--- config.mk ---
export PLATFORM = sky130hd
export DESIGN_NAME = seq_detect_ctrl
export DESIGN_NICKNAME = d
export VERILOG_FILES = /design/src/rtl/seq_detect_ctrl_pkg.sv /design/src/rtl/seq_match_shift.sv /design/src/rtl/seq_detect_ctrl.sv
export SDC_FILE = /design/constraint.sdc
export NUM_CORES = 1
export LEC_CHECK = 0
export ABC_AREA = 1
export CORE_MARGIN = 1.5
export CORE_UTILIZATION = 50
export DETAILED_ROUTE_END_ITERATION = 10
export PLACE_DENSITY = 0.7
export SLEW_MARGIN = 20
export SYNTH_ARGS = -nofsm -noshare
export SYNTH_HDL_FRONTEND = slang
export SYNTH_SLANG_ARGS = --single-unit
export TNS_END_PERCENT = 100
--- constraint.sdc ---
create_clock -name clk -period 3.3 [get_ports clk]
set_clock_uncertainty 0.1 [all_clocks]
set_input_delay 0.66 -clock clk [delete_from_list [all_inputs] [get_ports clk]]
set_output_delay 0.66 -clock clk [all_outputs]
set_load 0.03 [all_outputs]
--- src/rtl/seq_detect_ctrl_pkg.sv ---
// seq_detect_ctrl shared types, default sizes and helpers.
// Imported by seq_match_shift and seq_detect_ctrl.
package seq_detect_ctrl_pkg;

    typedef enum logic [1:0] {
        IDLE  = 2'd0,
        ARMED = 2'd1,
        DONE  = 2'd2
    } state_t;

    localparam int PAT_W_DEF = 8;
    localparam int CNT_W_DEF = 8;

    // Low 'len' bits set; callers truncate to their pattern width.
    function automatic logic [31:0] len_mask(input int unsigned len);
        if (len >= 32)
            return '1;
        else
            return (32'd1 << len) - 32'd1;
    endfunction

endpackage

--- src/rtl/seq_match_shift.sv ---
// History shift register, fill counter and masked pattern compare.
// hit is combinational on the post-shift history of the current bit.
module seq_match_shift
    import seq_detect_ctrl_pkg::*;
#(
    parameter int PAT_W = PAT_W_DEF,
    parameter int LEN_W = $clog2(PAT_W) + 1
) (
    input  logic             clk,
    input  logic             rst_n,
    input  logic             x,
    input  logic             x_valid,
    input  logic             clr,
    input  logic [LEN_W-1:0] len,
    input  logic [PAT_W-1:0] pattern,
    input  logic             overlap,
    output logic             hit
);

    localparam logic [LEN_W-1:0] FULL = LEN_W'(PAT_W);

    logic [PAT_W-1:0] hist;
    logic [PAT_W-1:0] hist_nxt;
    logic [PAT_W-1:0] mask;
    logic [LEN_W-1:0] fill;
    logic [LEN_W-1:0] fill_nxt;

    // Post-shift view of history/fill and the masked compare.
    always_comb begin
        hist_nxt = {hist[PAT_W-2:0], x};
        fill_nxt = (fill >= FULL) ? FULL : fill + 1'b1;
        mask     = PAT_W'(len_mask(32'(len)));
        hit      = x_valid && (fill_nxt >= len) &&
                   (((hist_nxt ^ pattern) & mask) == '0);
    end

    // History and fill update; non-overlap mode restarts the fill on a hit.
    always_ff @(posedge clk or negedge rst_n) begin
        if (!rst_n) begin
            hist <= '0;
            fill <= '0;
        end else if (clr) begin
            hist <= '0;
            fill <= '0;
        end else if (x_valid) begin
            hist <= hist_nxt;
            fill <= (hit && !overlap) ? '0 : fill_nxt;
        end
    end

endmodule

--- src/rtl/seq_detect_ctrl.sv ---
// Programmable serial-pattern detection controller (FSM, cfg, counter).
// Optional len range checking with err output: SEQ_DETECT_CTRL_ERR_EN.
module seq_detect_ctrl
    import seq_detect_ctrl_pkg::*;
#(
    parameter int PAT_W = PAT_W_DEF,
    parameter int CNT_W = CNT_W_DEF,
    parameter int LEN_W = $clog2(PAT_W) + 1
) (
    input  logic             clk,
    input  logic             rst_n,
    input  logic             cfg_we,
    input  logic [PAT_W-1:0] cfg_pattern,
    input  logic [LEN_W-1:0] cfg_len,
    input  logic [CNT_W-1:0] cfg_thresh,
    input  logic             cfg_overlap,
    input  logic             start,
    input  logic             stop,
    input  logic             x,
    input  logic             x_valid,
`ifdef SEQ_DETECT_CTRL_ERR_EN
    output logic             err,
`endif
    output logic             match,
    output logic [CNT_W-1:0] match_cnt,
    output logic             busy,
    output logic             done
);

    localparam logic [LEN_W-1:0] LEN_MAX = LEN_W'(PAT_W);
    localparam logic [LEN_W-1:0] LEN_ONE = LEN_W'(1);

    state_t           state;
    state_t           state_nxt;

    logic [PAT_W-1:0] sh_pat;
    logic [LEN_W-1:0] sh_len;
    logic [CNT_W-1:0] sh_thr;
    logic             sh_ov;

    logic [PAT_W-1:0] act_pat;
    logic [LEN_W-1:0] act_len;
    logic [CNT_W-1:0] act_thr;
    logic             act_ov;

    logic [LEN_W-1:0] eff_len;
    logic [CNT_W-1:0] cnt_inc;
    logic             go;
    logic             feed;
    logic             hit;
    logic             cfg_ok;

`ifdef SEQ_DETECT_CTRL_ERR_EN
    logic             len_ok;
    logic             refuse;
    assign len_ok = (sh_len != '0) && (sh_len <= LEN_MAX);
`endif

    assign cfg_ok  = (state == IDLE) && cfg_we;
    assign feed    = (state == ARMED) && x_valid && !stop;
    assign cnt_inc = (&match_cnt) ? match_cnt : match_cnt + 1'b1;
    assign busy    = (state == ARMED);
    assign done    = (state == DONE);

    // Out-of-range lengths are clamped into 1..PAT_W for the matcher.
    always_comb begin
        eff_len = act_len;
        if (act_len == '0)
            eff_len = LEN_ONE;
        else if (act_len > LEN_MAX)
            eff_len = LEN_MAX;
    end

    // State register.
    always_ff @(posedge clk or negedge rst_n) begin
        if (!rst_n)
            state <= IDLE;
        else
            state <= state_nxt;
    end

    // Next state and start acceptance; stop has priority over start.
    always_comb begin
        state_nxt = state;
        go        = 1'b0;
`ifdef SEQ_DETECT_CTRL_ERR_EN
        refuse    = 1'b0;
`endif
        unique case (state)
            IDLE, DONE: begin
                if (stop) begin
                    state_nxt = IDLE;
                end else if (start) begin
`ifdef SEQ_DETECT_CTRL_ERR_EN
                    if (len_ok)
                        go = 1'b1;
                    else
                        refuse = 1'b1;
`else
                    go = 1'b1;
`endif
                end
                if (go)
                    state_nxt = ARMED;
            end
            ARMED: begin
                if (stop)
                    state_nxt = IDLE;
                else if (hit && (act_thr != '0) && (cnt_inc == act_thr))
                    state_nxt = DONE;
            end
            default: state_nxt = IDLE;
        endcase
    end

    // Shadow cfg written in IDLE; active cfg captured on an accepted start.
    always_ff @(posedge clk or negedge rst_n) begin
        if (!rst_n) begin
            sh_pat  <= '0;
            sh_len  <= '0;
            sh_thr  <= '0;
            sh_ov   <= 1'b0;
            act_pat <= '0;
            act_len <= '0;
            act_thr <= '0;
            act_ov  <= 1'b0;
        end else begin
            if (cfg_ok) begin
                sh_pat <= cfg_pattern;
                sh_len <= cfg_len;
                sh_thr <= cfg_thresh;
                sh_ov  <= cfg_overlap;
            end
            if (go) begin
                act_pat <= sh_pat;
                act_len <= sh_len;
                act_thr <= sh_thr;
                act_ov  <= sh_ov;
            end
        end
    end

    // Registered match pulse and saturating match counter.
    always_ff @(posedge clk or negedge rst_n) begin
        if (!rst_n) begin
            match     <= 1'b0;
            match_cnt <= '0;
        end else begin
            match <= hit;
            if (go)
                match_cnt <= '0;
            else if (hit)
                match_cnt <= cnt_inc;
        end
    end

`ifdef SEQ_DETECT_CTRL_ERR_EN
    // Refused start raises err; accepted start or a cfg write clears it.
    always_ff @(posedge clk or negedge rst_n) begin
        if (!rst_n)
            err <= 1'b0;
        else if (refuse)
            err <= 1'b1;
        else if (go || cfg_ok)
            err <= 1'b0;
    end
`endif

    seq_match_shift #(
        .PAT_W (PAT_W),
        .LEN_W (LEN_W)
    ) u_match (
        .clk     (clk),
        .rst_n   (rst_n),
        .x       (x),
        .x_valid (feed),
        .clr     (go),
        .len     (eff_len),
        .pattern (act_pat),
        .overlap (act_ov),
        .hit     (hit)
    );

endmodule
==> results.yml <==
run_status:
  status: "finished with violations"
  violations: "design-rule violations"
place:
  pre_cts_ws_ps: 675
  port_buffers: 38
  gp_congestion: 0.906
  dp_hpwl_mm: 5.32
cts:
  clock_sinks: 64
  cts_buffers: 9
  postCtsSetupBuffers: 0
  tritoncts: "built"
  clk_path_buf_depth: 2
  cts_root_buffer: "clkbuf_8"
  cts.htree.levels: 3
  clock_latency_ps: 340
  cts.clk_slew.worst_paths_ps: 70
  ctsResizeCount: 0
  hold_buffers: 0
setup_path:
  reg2reg_from: "act_len[1]"
  path_max_fanout: 11
  cpMaxStageDelayCell: "dfrtp_1"
  path_cells: "nor2_1, inv_1, o21ai_0, nand2_1, ha_1, inv_1, o21bai_1, nand2_1, nand3_1, nor3b_1, nand3_1, inv_1, nand2_1, nand2_1"
  cp_num_buf_inv: 3
  required_ps: 3490
  cpMostUsedCell: "nand2_1"
  path_class: "reg2reg"
  path_delay_family: "simple AND/OR/NAND/NOR gates"
  ff2ff_setup_slack_ps: 760
  r2r-end: "match_cnt[7]"
  slowest_delay_ps: 440
  crit_arrival_ps: 2730
  start_kind: "flip-flop"
  ff2ff_path_depth: 14
  crit_path_end_kind: "flip-flop"
sta:
  post-route-period-util_pct: 77.0
  maxSlewHeadroom_pct: 38.6
  hold-worst-slack_ps: 351
  max_freq_ghz: 0.394
  fin_crit_ps: 2540
  setup_violations: 0
  slew_violations: 0
  grt_setup_unrepaired: "no"
  max_slew.worst_pin.slew_ps: 921
  finalWorstSetupSlack_ps: 759
  final-hold-violation-count: 0
  fin_setup_tns_ps: 0
die:
  io_pins: 39
  rows: 29
  die_y_um: 85.6
  coreArea_um2: 6460
  die-area_um2: 7330
  die_w_um: 85.6
  start_util_pct: 52.8
route:
  drt_iter0_drc: 181
  wirelength_mm: 7.10
  drtPass1Iterations: 8
  drc: 2
  ant_nets: 0
  avgRoutedWirePerCell_um: 13.2
  via_count: 2782
  viasPerCell: 5.18
global_route:
  gr-total-overflow: 0
  grt_max_degree: 44
  grt_pass1_vias: 2596
  grt.total_usage_pct: 21.5
  grt_pass1_wl_mm: 12.2
  antenna_found_initial: 0
synthesis:
  yosysWarnings: 0
  synth_edf_count: 0
  syn_area_um2: 3410
  netlist_instances: 411
  ys_seq_elements: 64
  syn-num-nets: 447
  synth.avg_cell_area_um2: 8.30
  ys_seq_area_share_pct: 46.9
  ys.flop_type: "dfrtp_1"
  synthArstFlopShare_pct: 100
  synth_cell_type_count: 31
power_and_ir_drop:
  powerDensity_nw_per_um2: 545
  p_total_mw: 2.22
  leakage_nw: 1.95
  ir_drop_mv: 0.292
final_layout:
  drive_above_1_share_pct: 14.1
  antennaDiodeCount: 0
  fin_util_pct: 63.0
  syn2layout_area_growth_pct: 19.3
  final_nets: 491
run:
  drv_cap: 0
hold_path:
  hold_class: "in2async"
sequential cells by signal (all words and copies together) (netlist names):
signal,flops
act_pat,8
state,2
sh_len,4
u_match.fill,4
sh_thr,8
u_match.hist,7
sh_ov,1
match,1
act_len,4
match_cnt,8
act_thr,8
sh_pat,8
act_ov,1
cells in the final DEF, fill, tap and decap left out, drive strengths merged, types with 4 or more instances in the layout:
| master | count |
|---|---|
| o21ai | 26 |
| buf | 5 |
| clkdlybuf4s50 | 37 |
| nor3 | 4 |
| inv | 53 |
| nand4 | 7 |
| nand2 | 123 |
| dfrtp | 64 |
| mux2 | 21 |
| o22ai | 7 |
| nor2 | 29 |
| ha | 8 |
| clkbuf | 11 |
| nand3 | 45 |
synthesized netlist by cell type, drive strengths merged (2+ instances only):
cell type	number	area [um^2]
clkbuf	3	11.3
ha	8	100
nor2	29	131
inv	53	199
buf	6	36.3
o22ai	7	43.8
a21oi	2	10.0
nor3	4	31.3
mux2	21	236
nand4	7	43.8
o21ai	26	130
o21bai	2	15.0
xnor2	3	26.3
nand3	45	240
nand2	123	489
xor2	3	33.8
dfrtp	64	1600
routing by layer:
metal / track usage (%) / part of all wire (%) / vias up
li1: - / - / 1412
met1: 30.8 / 49 / 1286
met2: 31.4 / 44 / 71
met3: 4.33 / 5.0 / 13
met4: 10.4 / 2.0 / 0
met5: 0 / 0 / -
worst reg2reg max path: cells and delay by family (launching register included):
family | cells | cell delay, ps
and+or+nand+nor | 8 | 1100
AOI/OAI and AO/OA | 2 | 250
buffers and inverters | 3 | 290
DFF | 1 | 440
adders and majority gates | 1 | 300
final cells by class:
cell class,instances,area (um^2)
Clock inverter,5,56.3
Clock buffer,11,141
Multi-Input combinational cell,285,1570
Fill cell,590,2390
Tap cell,77,96.3
Timing Repair Buffer,42,405
Sequential cell,64,1600
Inverter,53,199
how the worst max path moves through the flow:
stage,slack [ps],cells after the start,from,end
5_1_grt,440,14,act_len[1],match_cnt[7]
2_1_floorplan,1180,14,act_len[1],match_cnt[5]
3_3_place_gp,790,9,x_valid,match_cnt[7]
6_report,760,14,act_len[1],match_cnt[7]
3_5_place_dp,680,9,x_valid,match_cnt[7]
4_1_cts,760,14,act_len[1],match_cnt[7]
power breakdown:
group          internal [mW]  switching, mW
registers              0.907         0.0872
logic                  0.228          0.321
clock network          0.368          0.303
through the flow:
step | cell area, um^2 | std cells
final | 4070 | 537
after global routing | 4070 | 537
after CTS | 4070 | 537
after detailed placement | 3870 | 521
after global placement | 3870 | 521
after floorplan | 3410 | 411
cell families after synthesis:
logic type	count (synthesis)	synth area share, %
AO/OA/AOI/OAI	37	5.83
XOR/XNOR	6	1.76
adder cells (fa/ha/maj)	8	2.93
buffers and inverters	62	7.22
flip-flops	64	46.9
multiplexers	21	6.93
other	1	0.110
AND/OR/NAND/NOR	212	28.3
Note: power is estimated with default switching activity, not from simulation.
